$ cat config.mk
export PLATFORM = sky130hd
export DESIGN_NAME = imem_program_loader_flat
export DESIGN_NICKNAME = d
export VERILOG_FILES = /design/src/rtl/imem_program_loader_if.sv /design/src/rtl/imem_program_loader.sv /design/src/flat_wrapper.sv
export SDC_FILE = /design/constraint.sdc
export NUM_CORES = 1
export LEC_CHECK = 0
export ABC_AREA = 1
export CELL_PAD_IN_SITES_DETAIL_PLACEMENT = 0
export CELL_PAD_IN_SITES_GLOBAL_PLACEMENT = 1
export CORE_MARGIN = 2
export CORE_UTILIZATION = 37
export DETAILED_ROUTE_END_ITERATION = 8
export PLACE_DENSITY_LB_ADDON = 0.08
export SKIP_LAST_GASP = 1
export SLEW_MARGIN = 40
export SYNTH_ARGS = -nofsm -noshare
export SYNTH_HDL_FRONTEND = slang
export SYNTH_SLANG_ARGS = --single-unit
$ cat constraint.sdc
create_clock -name clk -period 5.1 [get_ports clk]
set_input_delay 1.53 -clock clk [delete_from_list [all_inputs] [get_ports clk]]
set_output_delay 1.53 -clock clk [all_outputs]
set_load 0.05 [all_outputs]
$ cat src/rtl/imem_program_loader_if.sv
// Byte-stream valid/ready channel feeding the instruction-memory program loader.
// The sender uses the master modport, the loader uses the slave modport.
interface imem_program_loader_if;
  logic [7:0] rx_data;
  logic       rx_valid;
  logic       rx_ready;

  modport master (output rx_data, output rx_valid, input rx_ready);
  modport slave  (input rx_data, input rx_valid, output rx_ready);
endinterface

$ cat src/rtl/imem_program_loader.sv
// Loads a length-prefixed little-endian byte stream into instruction memory.
// It holds the core during the load, then releases it with a PC restart pulse.
module imem_program_loader #(
  parameter int          ADDR_WIDTH     = 8,
  parameter logic [31:0] BASE_ADDR      = 32'h0000_0000,
  parameter int          TIMEOUT_CYCLES = 65535
) (
  input  logic                  clk,
  input  logic                  reset,
  input  logic                  start,
  imem_program_loader_if.slave  rx,
  output logic                  imem_we,
  output logic [31:0]           imem_addr,
  output logic [31:0]           imem_wdata,
  output logic                  cpu_hold,
  output logic                  pc_load,
  output logic [31:0]           pc_value,
  output logic                  load_done,
  output logic                  load_error,
  output logic [15:0]           words_loaded
);
  localparam logic [2:0] S_IDLE  = 3'd0;
  localparam logic [2:0] S_LEN   = 3'd1;
  localparam logic [2:0] S_DATA  = 3'd2;
  localparam logic [2:0] S_WRITE = 3'd3;
  localparam logic [2:0] S_DONE  = 3'd4;
  localparam logic [2:0] S_ERROR = 3'd5;

  // One past the last word index: a program may fill memory exactly.
  localparam logic [16:0] MAX_WORDS    = 17'(64'd1 << ADDR_WIDTH);
  localparam logic [31:0] TIMEOUT_LAST = 32'(TIMEOUT_CYCLES - 1);

  logic [2:0]  state_reg;
  logic [15:0] len_reg;
  logic [1:0]  byte_cnt_reg;
  logic [31:0] word_reg;
  logic [15:0] words_reg;
  logic [31:0] idle_reg;
  logic        done_reg;
  logic        error_reg;
  logic        pc_load_reg;

  logic        ready;
  logic        accept;
  logic        timeout_hit;
  logic [15:0] len_full;
  logic [15:0] words_inc;

  assign ready       = (state_reg == S_LEN) || (state_reg == S_DATA);
  assign accept      = rx.rx_valid && ready;
  assign timeout_hit = (idle_reg == TIMEOUT_LAST);
  assign len_full    = {rx.rx_data, len_reg[7:0]};
  assign words_inc   = words_reg + 16'd1;

  always_ff @(posedge clk or posedge reset) begin
    if (reset) begin
      state_reg    <= S_IDLE;
      len_reg      <= '0;
      byte_cnt_reg <= '0;
      word_reg     <= '0;
      words_reg    <= '0;
      idle_reg     <= '0;
      done_reg     <= 1'b0;
      error_reg    <= 1'b0;
      pc_load_reg  <= 1'b0;
    end else begin
      pc_load_reg <= 1'b0;
      case (state_reg)
        S_IDLE, S_DONE, S_ERROR: begin
          if (start) begin
            state_reg    <= S_LEN;
            done_reg     <= 1'b0;
            error_reg    <= 1'b0;
            words_reg    <= '0;
            byte_cnt_reg <= '0;
            idle_reg     <= '0;
          end
        end
        S_LEN: begin
          if (accept) begin
            idle_reg <= '0;
            if (byte_cnt_reg == 2'd0) begin
              len_reg[7:0] <= rx.rx_data;
              byte_cnt_reg <= 2'd1;
            end else begin
              len_reg      <= len_full;
              byte_cnt_reg <= 2'd0;
              if (len_full == 16'd0) begin
                state_reg   <= S_DONE;
                done_reg    <= 1'b1;
                pc_load_reg <= 1'b1;
              end else if ({1'b0, len_full} > MAX_WORDS) begin
                state_reg <= S_ERROR;
                error_reg <= 1'b1;
              end else begin
                state_reg <= S_DATA;
              end
            end
          end else if (timeout_hit) begin
            state_reg <= S_ERROR;
            error_reg <= 1'b1;
          end else begin
            idle_reg <= idle_reg + 32'd1;
          end
        end
        S_DATA: begin
          if (accept) begin
            idle_reg     <= '0;
            // Shift right so the first byte of the word lands in bits [7:0].
            word_reg     <= {rx.rx_data, word_reg[31:8]};
            byte_cnt_reg <= byte_cnt_reg + 2'd1;
            if (byte_cnt_reg == 2'd3) begin
              state_reg <= S_WRITE;
            end
          end else if (timeout_hit) begin
            state_reg <= S_ERROR;
            error_reg <= 1'b1;
          end else begin
            idle_reg <= idle_reg + 32'd1;
          end
        end
        S_WRITE: begin
          words_reg <= words_inc;
          if (words_inc == len_reg) begin
            state_reg   <= S_DONE;
            done_reg    <= 1'b1;
            pc_load_reg <= 1'b1;
          end else begin
            state_reg <= S_DATA;
          end
        end
        default: state_reg <= S_IDLE;
      endcase
    end
  end

  assign rx.rx_ready   = ready;
  assign imem_we       = (state_reg == S_WRITE);
  assign imem_addr     = imem_we ? (BASE_ADDR + {14'd0, words_reg, 2'b00}) : 32'd0;
  assign imem_wdata    = imem_we ? word_reg : 32'd0;
  // The core stays frozen after an aborted load; only a clean finish releases it.
  assign cpu_hold      = (state_reg == S_LEN) || (state_reg == S_DATA) ||
                         (state_reg == S_WRITE) || (state_reg == S_ERROR);
  assign pc_load       = pc_load_reg;
  assign pc_value      = BASE_ADDR;
  assign load_done     = done_reg;
  assign load_error    = error_reg;
  assign words_loaded  = words_reg;

endmodule

$ cat src/flat_wrapper.sv
// flat-port wrapper written by rule: the top's interface ports become plain ports
module imem_program_loader_flat 
#(
  parameter int          ADDR_WIDTH     = 8,
  parameter logic [31:0] BASE_ADDR      = 32'h0000_0000,
  parameter int          TIMEOUT_CYCLES = 65535
)
  (clk, reset, start, imem_we, imem_addr, imem_wdata, cpu_hold, pc_load, pc_value, load_done, load_error, words_loaded, rx_rx_data, rx_rx_valid, rx_rx_ready);
  imem_program_loader_if rx_i ();
  input  logic clk;
  input  logic reset;
  input  logic start;
  output logic imem_we;
  output logic [31:0] imem_addr;
  output logic [31:0] imem_wdata;
  output logic cpu_hold;
  output logic pc_load;
  output logic [31:0] pc_value;
  output logic load_done;
  output logic load_error;
  output logic [15:0] words_loaded;
  input wire logic [$bits(rx_i.rx_data)-1:0] rx_rx_data;
  input wire logic [$bits(rx_i.rx_valid)-1:0] rx_rx_valid;
  output wire logic [$bits(rx_i.rx_ready)-1:0] rx_rx_ready;
  assign rx_i.rx_data = rx_rx_data;
  assign rx_i.rx_valid = rx_rx_valid;
  assign rx_rx_ready = rx_i.rx_ready;
  imem_program_loader #(.ADDR_WIDTH(ADDR_WIDTH), .BASE_ADDR(BASE_ADDR), .TIMEOUT_CYCLES(TIMEOUT_CYCLES)) u_core (.clk(clk), .reset(reset), .start(start), .rx(rx_i), .imem_we(imem_we), .imem_addr(imem_addr), .imem_wdata(imem_wdata), .cpu_hold(cpu_hold), .pc_load(pc_load), .pc_value(pc_value), .load_done(load_done), .load_error(load_error), .words_loaded(words_loaded));
endmodule
==> summary.md, run 1 <==
| Metric | Value |
|---|---|
| Full die area | `approximately 19000 um^2` |
| Most frequent cell after synthesis | `sky130_fd_sc_hd__nand2_1` |
| Number of antenna repair diodes | `0` |
| Clock tree skew after final layout | `~14 ps` |
| Largest net degree at the start of global routing | `70` |
| Kind of start point of the critical path | `register` |
| HPWL after detailed placement | `around 13 mm` |
| Peak fanout along the critical path | `16` |
| Share of final-layout standard cells stronger than drive strength 1 | `0.0972` |
| Worst hold path type | `reg2reg` |
| Post-synthesis async set-or-reset flop share | `1.00` |
| Area growth from synthesis to layout | `16.2%` |
| Capture point of the worst reg-to-reg path | `u_core.state_reg[1]` |
| Adder-Cell Fraction of Synth Area | `0.00960` |
| TritonCTS clock tree | `done` |
| Vias in the first global route | `about 5400` |
| Bufs and invs on worst path | `4` |
| Final nets | `1000` |
| Cell-by-cell trace of the critical path | `nor2_2 -> inv_1 -> nor2_1 -> buf_4 -> clkinv_1 -> nor2_1 -> clkdlybuf4s50_1` |
| R2r worst-path depth | `13` |
| Final clock period utilization by the worst path | `0.851` |
| Die outline width | `approximately 140 um` |
| Achievable clock frequency | `between 0.2 and 0.25 GHz` |
| Netlist area before placement | `6520 um^2` |
| Core occupancy in the finished layout | `0.439` |
| Leftover overflow at the end of global routing | `0` |
| Worst hold path startpoint | `u_core.load_done` |
| # rows | `48` |
| Synth cell count leaders | `sky130_fd_sc_hd__nand2_1, sky130_fd_sc_hd__nor2_1, sky130_fd_sc_hd__inv_1, sky130_fd_sc_hd__dfrtp_1, sky130_fd_sc_hd__o21ai_0` |
| Post-CTS Setup Bufs | `0` |
| Total negative slack for setup checks | `0 ps` |
| Part of the power in registers | `0.328` |
| Sort of element at the end of the critical path | `primary output` |
| Final Non-Filler Cells | `roughly 1200` |
| Cell type group with the largest total delay on the critical path | `buffers and inverters` |
| Max-capacitance violation count | `0` |
| Yosys warns | `0` |
| Launch point of the worst reg-to-reg path | `u_core.words_loaded[0]` |
| Cell count after synthesis | `slightly above 900` |
| Sequential fraction of the synthesis area | `0.399` |
| Arrival time at the worst endpoint | `~2800 ps` |
| Slowest stage cell, crit path | `sky130_fd_sc_hd__clkdlybuf4s50_1` |
| Initial antenna violation count | `0` |
| Worst-path clk slew | `around 70 ps` |
| Resize count post-CTS | `0` |
| Initial cell density of the core | `0.378` |
| IO Pins | `130` |
| Final setup fails | `0` |
| Vias post-DR | `5800` |
| Internal reg-to-reg setup slack | `between 2000 and 3000 ps` |
| Largest family of logic cells by synthesized area | `simple AND/OR/NAND/NOR gates` |
| Gr usage total | `0.196` |
| Slowest stage delay, CP | `820 ps` |
| Top cell by count, worst path | `sky130_fd_sc_hd__nor2_1` |
| Vias per cell | `~4.8` |
| Fraction of power spent switching nets | `0.489` |
| Count of flip-flops with a built-in enable after synthesis | `0` |
| Y dimension of the die | `roughly 140 um` |
| Post-route DRC violation count | `0` |
| Remaining number of nets flagged by the antenna check after routing | `0` |
| Slew at the pin closest to its max-slew limit | `718 ps` |
| Fraction of power consumed by combinational cells | `0.474` |
| Primary FF master, synth | `sky130_fd_sc_hd__dfrtp_1` |
| Flop and latch count out of synthesis | `roughly 100` |
| Placer's final routability congestion estimate | `roughly 0.83` |
| Unique cell type count in the Yosys netlist | `43` |
| Classification of the worst setup path | `reg2out` |
| Count of TritonRoute iterations in the first routing pass | `6` |
| Hold Path End | `u_core.load_done` |
| Biggest area contributors in the synthesized netlist | `sky130_fd_sc_hd__dfrtp_1, sky130_fd_sc_hd__nand2_1, sky130_fd_sc_hd__nor2_1, sky130_fd_sc_hd__inv_1, sky130_fd_sc_hd__buf_4` |
| Post-synthesis compound-gate area fraction | `0.104` |
| Number of violations reported at the end of detailed-routing iteration 0 | `around 430` |
| Xor and xnor area share after synthesis | `0.0292` |
| Slew HR | `0.520` |
| Worst Path Required | `about 3600 ps` |
| Total Routed Length | `between 15 and 20 mm` |
| Hold Violations, Final | `0` |
| Fraction of synthesized cell area taken by the top area cell type | `0.399` |
| Outcome | `complete, no violations` |
| Largest area contributor in the netlist | `sky130_fd_sc_hd__dfrtp_1` |
| Core area | `approximately 17000 um^2` |
| IR Drop Worst-Case VDD | `roughly 0.34 mV` |
| Dpl cells | `roughly 1200` |
| Crit path time final | `4340 ps` |
| Number of port buffers | `about 80` |
| Clock sink count | `approximately 100` |
| Unrepaired setup endpoints after global routing | `false` |
| TritonCTS buffer count | `9` |
| PwrDens | `478 nW/um^2` |
| CTS HTree Levels | `3` |
| Hold path cells | `2` |
| Wire length of the first global-routing pass | `~28 mm` |
| Multiplexer share of the synthesized area | `0` |
| Number of buffers inserted by hold repair at cts | `0` |
| Static leakage power | `between 3 and 4 nW` |
| Simple-gate share of the synthesized area | `0.313` |
| Longest Clk Path Bufs | `2` |
| Source-to-sink clock delay at the later pin of the worst-skew pair | `roughly 360 ps` |
| Internal power consumption | `1.85 mW` |
| Worst Hold Margin | `about 480 ps` |
| Post-Syn Area per Cell | `roughly 7 um^2` |
| Fraction of power consumed by the clock network | `0.198` |
| Net switching power figure | `between 1.5 and 2 mW` |
| Final max-slew violation count | `0` |
| Clock Root Buffer | `sky130_fd_sc_hd__clkbuf_16` |
| Routed wire length per instance | `14.6 um` |
==> kinds of logic after synthesis <==
family,after synthesis
buf+inv,195
simple gates,468
compound gates,117
other cells,1
xor+xnor,20
flops,104
fa+ha+maj,5
==> power groups by stage <==
stage	Sequential (mW)	Clock, mW	Combinational [mW]
after detailed placement	1.20	0	1.72
after global routing	1.22	0.769	1.90
after CTS	1.19	0.730	1.73
after global placement	1.20	0	1.74
after floorplan	1.21	0	1.29
final	1.19	0.717	1.71
==> how the worst max path moves through the flow <==
stage / start / to / depth (start not counted)
floorplan: reset / u_core.byte_cnt_reg[0] / 1
global placement: u_core.state_reg[2] / imem_addr[7] / 7
detailed placement: u_core.state_reg[2] / imem_addr[8] / 7
CTS: u_core.state_reg[2] / imem_addr[8] / 7
global route: u_core.state_reg[2] / imem_addr[7] / 7
finish: u_core.state_reg[2] / imem_addr[8] / 7
==> final cells by class <==
class	count	area, um^2
multi-input cells	658	3160
clock inverters	7	71.3
inverters	123	469
repair buffers	87	761
clock buffers	9	225
flip-flops and latches	104	2600
well taps	225	282
fillers	1832	9660
==> cell usage in the layout, fill, tap and decap left out, types with 3 or more instances in the layout <==
cell,synthesis,final
sky130_fd_sc_hd__nand2_1,198,198
sky130_fd_sc_hd__nor2_1,138,136
sky130_fd_sc_hd__inv_1,118,116
sky130_fd_sc_hd__dfrtp_1,104,104
sky130_fd_sc_hd__o21ai_0,75,75
sky130_fd_sc_hd__nand3_1,64,64
sky130_fd_sc_hd__conb_1,1,48
sky130_fd_sc_hd__buf_4,50,48
sky130_fd_sc_hd__clkdlybuf4s50_1,0,38
sky130_fd_sc_hd__nand4_1,24,24
sky130_fd_sc_hd__nor3_1,19,19
sky130_fd_sc_hd__xor2_1,14,14
sky130_fd_sc_hd__clkbuf_16,0,9
sky130_fd_sc_hd__a21oi_1,7,7
sky130_fd_sc_hd__o22ai_1,7,7
sky130_fd_sc_hd__nor2_2,5,6
sky130_fd_sc_hd__o21ai_1,6,6
sky130_fd_sc_hd__o31ai_1,5,5
sky130_fd_sc_hd__xnor2_1,5,5
sky130_fd_sc_hd__nand2_4,5,5
sky130_fd_sc_hd__o32ai_1,5,5
sky130_fd_sc_hd__ha_1,5,5
sky130_fd_sc_hd__nor2_4,3,4
sky130_fd_sc_hd__inv_2,4,4
sky130_fd_sc_hd__nand2_2,3,3
sky130_fd_sc_hd__nor4_1,3,3
sky130_fd_sc_hd__o21a_1,3,3
sky130_fd_sc_hd__inv_8,0,3
==> routing by layer <==
metal | vias to the layer above | global-route usage | share of wire
met1 | 2682 | 0.263 | 0.47
met3 | 24 | 0.0219 | 0.035
met5 | - | 0 | 0
li1 | 2966 | - | -
met4 | 0 | 0.0706 | 0.018
met2 | 128 | 0.326 | 0.48
==> per-stage QoR <==
step	setup slack [ps]	instance area (um^2)	power (mW)
finish	760	7570	3.62
global route	578	7570	3.89
global placement	1180	7270	2.94
detailed placement	1130	7270	2.93
floorplan	838	6700	2.49
CTS	742	7570	3.65
==> worst register-to-register path, delay by kind of cell (launching register included) <==
family	cells	cell delay (ps)
buffers and inverters	1	110
AND/OR/NAND/NOR	11	1490
flip-flops	1	490
AO/OA/AOI/OAI	1	230
Power figures use the tool's default switching activity.
==> inputs of run 2 (changes only) <==
--- a/config.mk
+++ b/config.mk
@@ -5,13 +5,14 @@
 export SDC_FILE = /design/constraint.sdc
 export NUM_CORES = 1
 export LEC_CHECK = 0
-export ABC_AREA = 1
 export CELL_PAD_IN_SITES_DETAIL_PLACEMENT = 0
 export CELL_PAD_IN_SITES_GLOBAL_PLACEMENT = 1
 export CORE_MARGIN = 2
-export CORE_UTILIZATION = 37
+export CORE_UTILIZATION = 39
+export CTS_BUF_LIST = sky130_fd_sc_hd__clkbuf_8 sky130_fd_sc_hd__clkbuf_16
 export DETAILED_ROUTE_END_ITERATION = 8
 export PLACE_DENSITY_LB_ADDON = 0.08
+export REMOVE_ABC_BUFFERS = 1
 export SKIP_LAST_GASP = 1
 export SLEW_MARGIN = 40
 export SYNTH_ARGS = -nofsm -noshare
==> summary.md, run 2 <==
| Metric | Value |
|---|---|
| Number of violations reported at the end of detailed-routing iteration 0 | `around 260` |
| Sort of element at the end of the critical path | `primary output` |
| Initial cell density of the core | `0.399` |
| Slew HR | `0.450` |
| Vias per cell | `5.06` |
| Final clock period utilization by the worst path | `0.860` |
| Vias post-DR | `between 4000 and 5000` |
| Total Routed Length | `between 10 and 15 mm` |
| Share of final-layout standard cells stronger than drive strength 1 | `0.185` |
| Clock Root Buffer | `sky130_fd_sc_hd__clkbuf_16` |
| Crit path time final | `4390 ps` |
| Worst-path clk slew | `about 70 ps` |
| Static leakage power | `just over 3 nW` |
| Cell count after synthesis | `638` |
| IO Pins | `130` |
| TritonCTS clock tree | `done` |
| Post-CTS Setup Bufs | `0` |
| Cell-by-cell trace of the critical path | `nand2b_1 -> or2_2 -> inv_1 -> clkdlybuf4s50_1` |
| Number of antenna repair diodes | `0` |
| Top library cells by usage in the layout, fill and taps aside | `sky130_fd_sc_hd__dfrtp_1, sky130_fd_sc_hd__buf_4, sky130_fd_sc_hd__and2_1, sky130_fd_sc_hd__nor2_1` |
| Die outline width | `approximately 130 um` |
| R2r worst-path depth | `7` |
| Crit. path cell count | `4` |
| Synth cell count leaders | `sky130_fd_sc_hd__dfrtp_1, sky130_fd_sc_hd__nor2_1, sky130_fd_sc_hd__and2_1, sky130_fd_sc_hd__buf_4, sky130_fd_sc_hd__mux2_2` |
| Count of flip-flops with a built-in enable after synthesis | `0` |
| Bufs and invs on worst path | `2` |
| Y dimension of the die | `129 um` |
| Wire length of the first global-routing pass | `~23 mm` |
| Final nets | `between 700 and 800` |
| Resize count post-CTS | `0` |
| Initial antenna violation count | `0` |
| Flop and latch count out of synthesis | `between 100 and 150` |
| Longest Clk Path Bufs | `2` |
| Slowest stage delay, CP | `~900 ps` |
| Hold path cells | `1` |
| Remaining number of nets flagged by the antenna check after routing | `0` |
| CTS HTree Levels | `3` |
| Largest area contributor in the netlist | `sky130_fd_sc_hd__dfrtp_1` |
| Clock sink count | `104` |
| Routed wire length per instance | `15.3 um` |
| Slew at the pin closest to its max-slew limit | `819 ps` |
| Most frequent cell after synthesis | `sky130_fd_sc_hd__dfrtp_1` |
| Power Total | `2.31 mW` |
| Core area | `approximately 15000 um^2` |
| Kind of start point of the critical path | `register` |
| Footprint of the multi-input gates | `3120 um^2` |
| Post-route DRC violation count | `0` |
| Netlist area before placement | `approximately 6100 um^2` |
| Fraction of synthesized cell area taken by the top area cell type | `0.427` |
| Post-Syn Area per Cell | `approximately 9.5 um^2` |
| Sequential fraction of the synthesis area | `0.427` |
| HPWL after detailed placement | `about 10 mm` |
| Yosys warns | `0` |
| Count of TritonRoute iterations in the first routing pass | `4` |
| Peak fanout along the critical path | `22` |
| # rows | `45` |
| Final max-slew violation count | `0` |
| Final setup fails | `0` |
| Total negative slack for setup checks | `0 ps` |
| Outcome | `complete, no violations` |
| Area growth from synthesis to layout | `16.1%` |
| Leftover overflow at the end of global routing | `0` |
| PwrDens | `~330 nW/um^2` |
| Unrepaired setup endpoints after global routing | `false` |
| Arrival time at the worst endpoint | `approximately 2900 ps` |
| Max-capacitance violation count | `0` |
| Most frequent standard cell in the layout excluding fill and tap cells | `sky130_fd_sc_hd__dfrtp_1` |
| Clock tree skew after final layout | `between 9 and 10 ps` |
| Biggest area contributors in the synthesized netlist | `sky130_fd_sc_hd__dfrtp_1, sky130_fd_sc_hd__mux2_2, sky130_fd_sc_hd__buf_4, sky130_fd_sc_hd__and2_1, sky130_fd_sc_hd__xnor2_1` |
| Primary FF master, synth | `sky130_fd_sc_hd__dfrtp_1` |
| Area taken by flip-flops and latches | `roughly 2600 um^2` |
| Unique cell type count in the Yosys netlist | `60` |
| Post-synthesis async set-or-reset flop share | `1.00` |
| Largest net degree at the start of global routing | `66` |
| Number of buffers inserted by hold repair at cts | `0` |
| Cell type group with the largest total delay on the critical path | `buffers and inverters` |
| Gr usage total | `0.172` |
| IR Drop Worst-Case VDD | `roughly 0.16 mV` |
| Full die area | `about 17000 um^2` |
| Filler Cells Inserted | `roughly 1500` |
| Number of port buffers | `81` |
| Placer's final routability congestion estimate | `0.835` |
| Slowest stage cell, crit path | `sky130_fd_sc_hd__clkdlybuf4s50_1` |
| TritonCTS buffer count | `9` |
| Vias in the first global route | `between 4000 and 5000` |
| Achievable clock frequency | `between 0.2 and 0.25 GHz` |
| Source-to-sink clock delay at the later pin of the worst-skew pair | `between 300 and 400 ps` |
| Worst hold path type | `reg2reg` |
| Classification of the worst setup path | `reg2out` |
| Worst Path Required | `~3600 ps` |
| Hold Violations, Final | `0` |
-- run 2: cell type report --
type                            count  share of cell area
Multi-Input combinational cell    486               0.441
Inverter                           14             0.00814
Sequential cell                   104               0.368
Clock inverter                      7             0.00902
Clock buffer                        9              0.0318
Tap cell                          211              0.0373
Timing Repair Buffer               87               0.105
-- run 2: cells by family (layout without fill, tap and decap cells) --
kind of cell | Yosys count | in the layout | share of synthesized area
flip-flops | 104 | 104 | 0.427
XOR/XNOR | 42 | 42 | 0.0604
adder cells (fa/ha/maj) | 5 | 5 | 0.0103
AO/OA/AOI/OAI | 93 | 93 | 0.0967
AND/OR/NAND/NOR | 247 | 247 | 0.221
other | 1 | 48 | 0.000616
buffers and inverters | 95 | 117 | 0.0906
multiplexers | 51 | 51 | 0.0937
-- run 2: power by group --
| part | internal [mW] | switching [mW] |
|---|---|---|
| Sequential | 0.912 | 0.0968 |
| Combinational | 0.225 | 0.390 |
| Clock | 0.343 | 0.343 |
| Total | 1.48 | 0.830 |
-- run 2: worst register-to-register path, stage by stage (launching register included) --
cell	delay, ps
sky130_fd_sc_hd__dfrtp_1	480
sky130_fd_sc_hd__ha_1	390
sky130_fd_sc_hd__nand4_4	190
sky130_fd_sc_hd__or3_1	410
sky130_fd_sc_hd__a221oi_2	280
sky130_fd_sc_hd__and4_1	230
sky130_fd_sc_hd__o2111ai_2	230
sky130_fd_sc_hd__a221o_1	390
-- run 2: path summary, 6_finish.rpt --
check / slack, ps / endpoint / startpoint
max in group asynchronous: 2770 / u_core.load_done / reset
min: 490 / u_core.idle_reg[9] / u_core.idle_reg[9]
max: 710 / imem_we / u_core.state_reg[2]
min reg2reg: 490 / u_core.idle_reg[9] / u_core.idle_reg[9]
min in group asynchronous: 1620 / u_core.word_reg[15] / reset
max reg2reg: 2390 / u_core.state_reg[1] / u_core.words_loaded[0]
-- run 2: layer usage --
| layer | part of all wire | vias up | GRT usage |
|---|---|---|---|
| met2 | 0.49 | 92 | 0.285 |
| met4 | 0.013 | 0 | 0.0595 |
| met5 | 0 | - | 0 |
| met3 | 0.034 | 14 | 0.0229 |
| li1 | - | 2272 | - |
| met1 | 0.46 | 2268 | 0.234 |
-- run 2: metrics by stage --
step	std cells	hold slack (ps)	setup slack, ps	instance area, um^2	util
after floorplan	604	451	838	5770	-
after global placement	902	474	1160	6780	0.444
after detailed placement	902	487	1080	6780	0.444
after CTS	918	496	696	7070	0.463
after global routing	918	510	543	7070	0.464
final	918	492	714	7070	0.464
==> inputs of run 3 (changes only) <==
--- a/config.mk
+++ b/config.mk
@@ -5,11 +5,12 @@
 export SDC_FILE = /design/constraint.sdc
 export NUM_CORES = 1
 export LEC_CHECK = 0
+export ABC_AREA = 1
 export CELL_PAD_IN_SITES_DETAIL_PLACEMENT = 0
 export CELL_PAD_IN_SITES_GLOBAL_PLACEMENT = 1
 export CORE_MARGIN = 2
-export CORE_UTILIZATION = 39
-export CTS_BUF_LIST = sky130_fd_sc_hd__clkbuf_8 sky130_fd_sc_hd__clkbuf_16
+export CORE_UTILIZATION = 38
+export CTS_BUF_LIST = sky130_fd_sc_hd__clkbuf_4 sky130_fd_sc_hd__clkbuf_8
 export DETAILED_ROUTE_END_ITERATION = 8
 export PLACE_DENSITY_LB_ADDON = 0.08
 export REMOVE_ABC_BUFFERS = 1
==> summary.md, run 3 (same netlist as run 1, synthesis figures left out) <==
| Metric | Value |
|---|---|
| Achievable clock frequency | `0.242 GHz` |
| Cell-by-cell trace of the critical path | `nor2_2 -> inv_1 -> nor2_1 -> inv_4 -> nor2_1 -> clkdlybuf4s50_1` |
| Vias in the first global route | `about 5300` |
| Total negative slack for setup checks | `0 ps` |
| TritonCTS clock tree | `done` |
| PwrDens | `roughly 460 nW/um^2` |
| Core area | `between 15000 and 20000 um^2` |
| Full die area | `around 18000 um^2` |
| R2r worst-path depth | `13` |
| Largest net degree at the start of global routing | `about 110` |
| Longest Clk Path Bufs | `2` |
| Post-CTS Setup Bufs | `0` |
| Fraction of power spent switching nets | `0.488` |
| Count of TritonRoute iterations in the first routing pass | `5` |
| Total Routed Length | `approximately 17 mm` |
| Worst hold path type | `reg2reg` |
| Final clock period utilization by the worst path | `0.810` |
| Resize count post-CTS | `0` |
| Gr usage total | `0.195` |
| Finished layout cell area | `around 7600 um^2` |
| Wire length of the first global-routing pass | `approximately 28 mm` |
| Clock sink count | `between 100 and 150` |
| Y dimension of the die | `approximately 130 um` |
| Classification of the worst setup path | `reg2out` |
| Remaining number of nets flagged by the antenna check after routing | `0` |
| Most frequent standard cell in the layout excluding fill and tap cells | `sky130_fd_sc_hd__nand2_1` |
| IR Drop Worst-Case VDD | `roughly 0.33 mV` |
| Slew HR | `0.539` |
| Sort of element at the end of the critical path | `primary output` |
| Crit path time final | `a little over 4000 ps` |
| Unrepaired setup endpoints after global routing | `false` |
| Share of final-layout standard cells stronger than drive strength 1 | `0.0537` |
| Vias post-DR | `a little under 6000` |
| Clock tree skew after final layout | `approximately 14 ps` |
| Die outline width | `around 130 um` |
| HPWL after detailed placement | `about 13 mm` |
| Internal power consumption | `around 1.8 mW` |
| Initial antenna violation count | `0` |
| Vias per cell | `4.82` |
| Slowest stage cell, crit path | `sky130_fd_sc_hd__clkdlybuf4s50_1` |
| Internal reg-to-reg setup slack | `2750 ps` |
| Fraction of power consumed by combinational cells | `0.492` |
| Number of violations reported at the end of detailed-routing iteration 0 | `307` |
| Number of buffers inserted by hold repair at cts | `0` |
| Leftover overflow at the end of global routing | `0` |
| Fraction of power consumed by the clock network | `0.173` |
| Post-route DRC violation count | `0` |
| IO Pins | `130` |
| Final nets | `between 900 and 1000` |
| Static leakage power | `roughly 3.3 nW` |
| Source-to-sink clock delay at the later pin of the worst-skew pair | `390 ps` |
| Number of antenna repair diodes | `0` |
| Placer's final routability congestion estimate | `between 0.8 and 0.9` |
| Slowest stage delay, CP | `830 ps` |
| Top cell by count, worst path | `sky130_fd_sc_hd__nor2_1` |
| Clock Root Buffer | `sky130_fd_sc_hd__clkbuf_8` |
| Worst-path clk slew | `approximately 110 ps` |
| Initial cell density of the core | `0.390` |
| Net switching power figure | `roughly 1.7 mW` |
| Global routing usage on met1 | `0.292` |
| Part of the power in registers | `0.335` |
| Busiest layer in global routing | `met1` |
| Routed wire length per instance | `roughly 14 um` |
| Area growth from synthesis to layout | `16.6%` |
| CTS HTree Levels | `3` |
| Slew at the pin closest to its max-slew limit | `between 600 and 700 ps` |
| Worst Path Required | `about 3600 ps` |
| Arrival time at the worst endpoint | `2600 ps` |
| Top library cells by usage in the layout, fill and taps aside | `sky130_fd_sc_hd__nand2_1, sky130_fd_sc_hd__nor2_1, sky130_fd_sc_hd__inv_1, sky130_fd_sc_hd__dfrtp_1, sky130_fd_sc_hd__clkdlybuf4s50_1` |
| Outcome | `complete, no violations` |
| Hold Violations, Final | `0` |
| Hold path cells | `2` |
| Met3 layer usage reported by global route | `0.0405` |
| Number of port buffers | `81` |
| # rows | `between 40 and 50` |
| Routing usage on met2 | `0.288` |
| Placed standard-cell area | `~7400 um^2` |
| Final max-slew violation count | `0` |
| Peak fanout along the critical path | `57` |
| Kind of start point of the critical path | `register` |
| Max-capacitance violation count | `0` |
| Final setup fails | `0` |
| TritonCTS buffer count | `9` |
## run 3: changes by cell type in the layout (fill, tap and decap cells not counted), sizes merged, moves of 46 or more
cell	delta
clkdlybuf4s50	+46
and2	-50
nor2	+94
nand2	+173
buf	-47
mux2	-48
inv	+110
## run 3: through the flow
step / utilization / worst slack [ps] / total power [mW] / hold slack (ps) / std cells
after floorplan: - / 71.8 / 2.40 / 453 / 885
after global routing: 0.455 / 776 / 3.80 / 506 / 1207
after global placement: 0.441 / 1260 / 2.96 / 457 / 1191
after detailed placement: 0.441 / 1230 / 2.95 / 466 / 1191
after CTS: 0.455 / 937 / 3.58 / 494 / 1207
final: 0.455 / 970 / 3.53 / 483 / 1207
## run 3: area by class of cell
type	count	area [um^2]
fillers	1766	9100
flip-flops and latches	104	2600
clock inverters	7	109
inverters	123	469
multi-input cells	658	3160
well taps	220	275
repair buffers	86	861
clock buffers	9	124
## run 3: final timing paths
kind / from / endpoint
setup / recovery: u_core.state_reg[2] / imem_addr[2]
hold / removal: u_core.word_reg[20] / u_core.word_reg[12]
setup reg to reg: u_core.words_loaded[2] / u_core.load_done
hold reg to reg: u_core.word_reg[20] / u_core.word_reg[12]
max in group asynchronous: reset / u_core.words_loaded[11]
min in group asynchronous: reset / u_core.idle_reg[11]
## run 3: worst max-delay path: cells and delay by family (launching register included)
kind / cells / cell delay, ps
buf+inv: 3 / 1120
flops: 1 / 470
simple gates: 3 / 590
## run 3: power by group through the flow
stage	combinational, mW	sequential (mW)	clock (mW)
2_1_floorplan	1.19	1.21	0
3_3_place_gp	1.75	1.20	0
3_5_place_dp	1.74	1.20	0
4_1_cts	1.75	1.19	0.640
5_1_grt	1.93	1.21	0.666
6_report	1.74	1.18	0.610
## run 3: metal layers
metal	share of wire	wire [um]	vias up
met5	0	0	-
met2	0.42	7320	186
met4	0.015	256	0
li1	-	-	2959
met1	0.51	8930	2656
met3	0.056	985	21
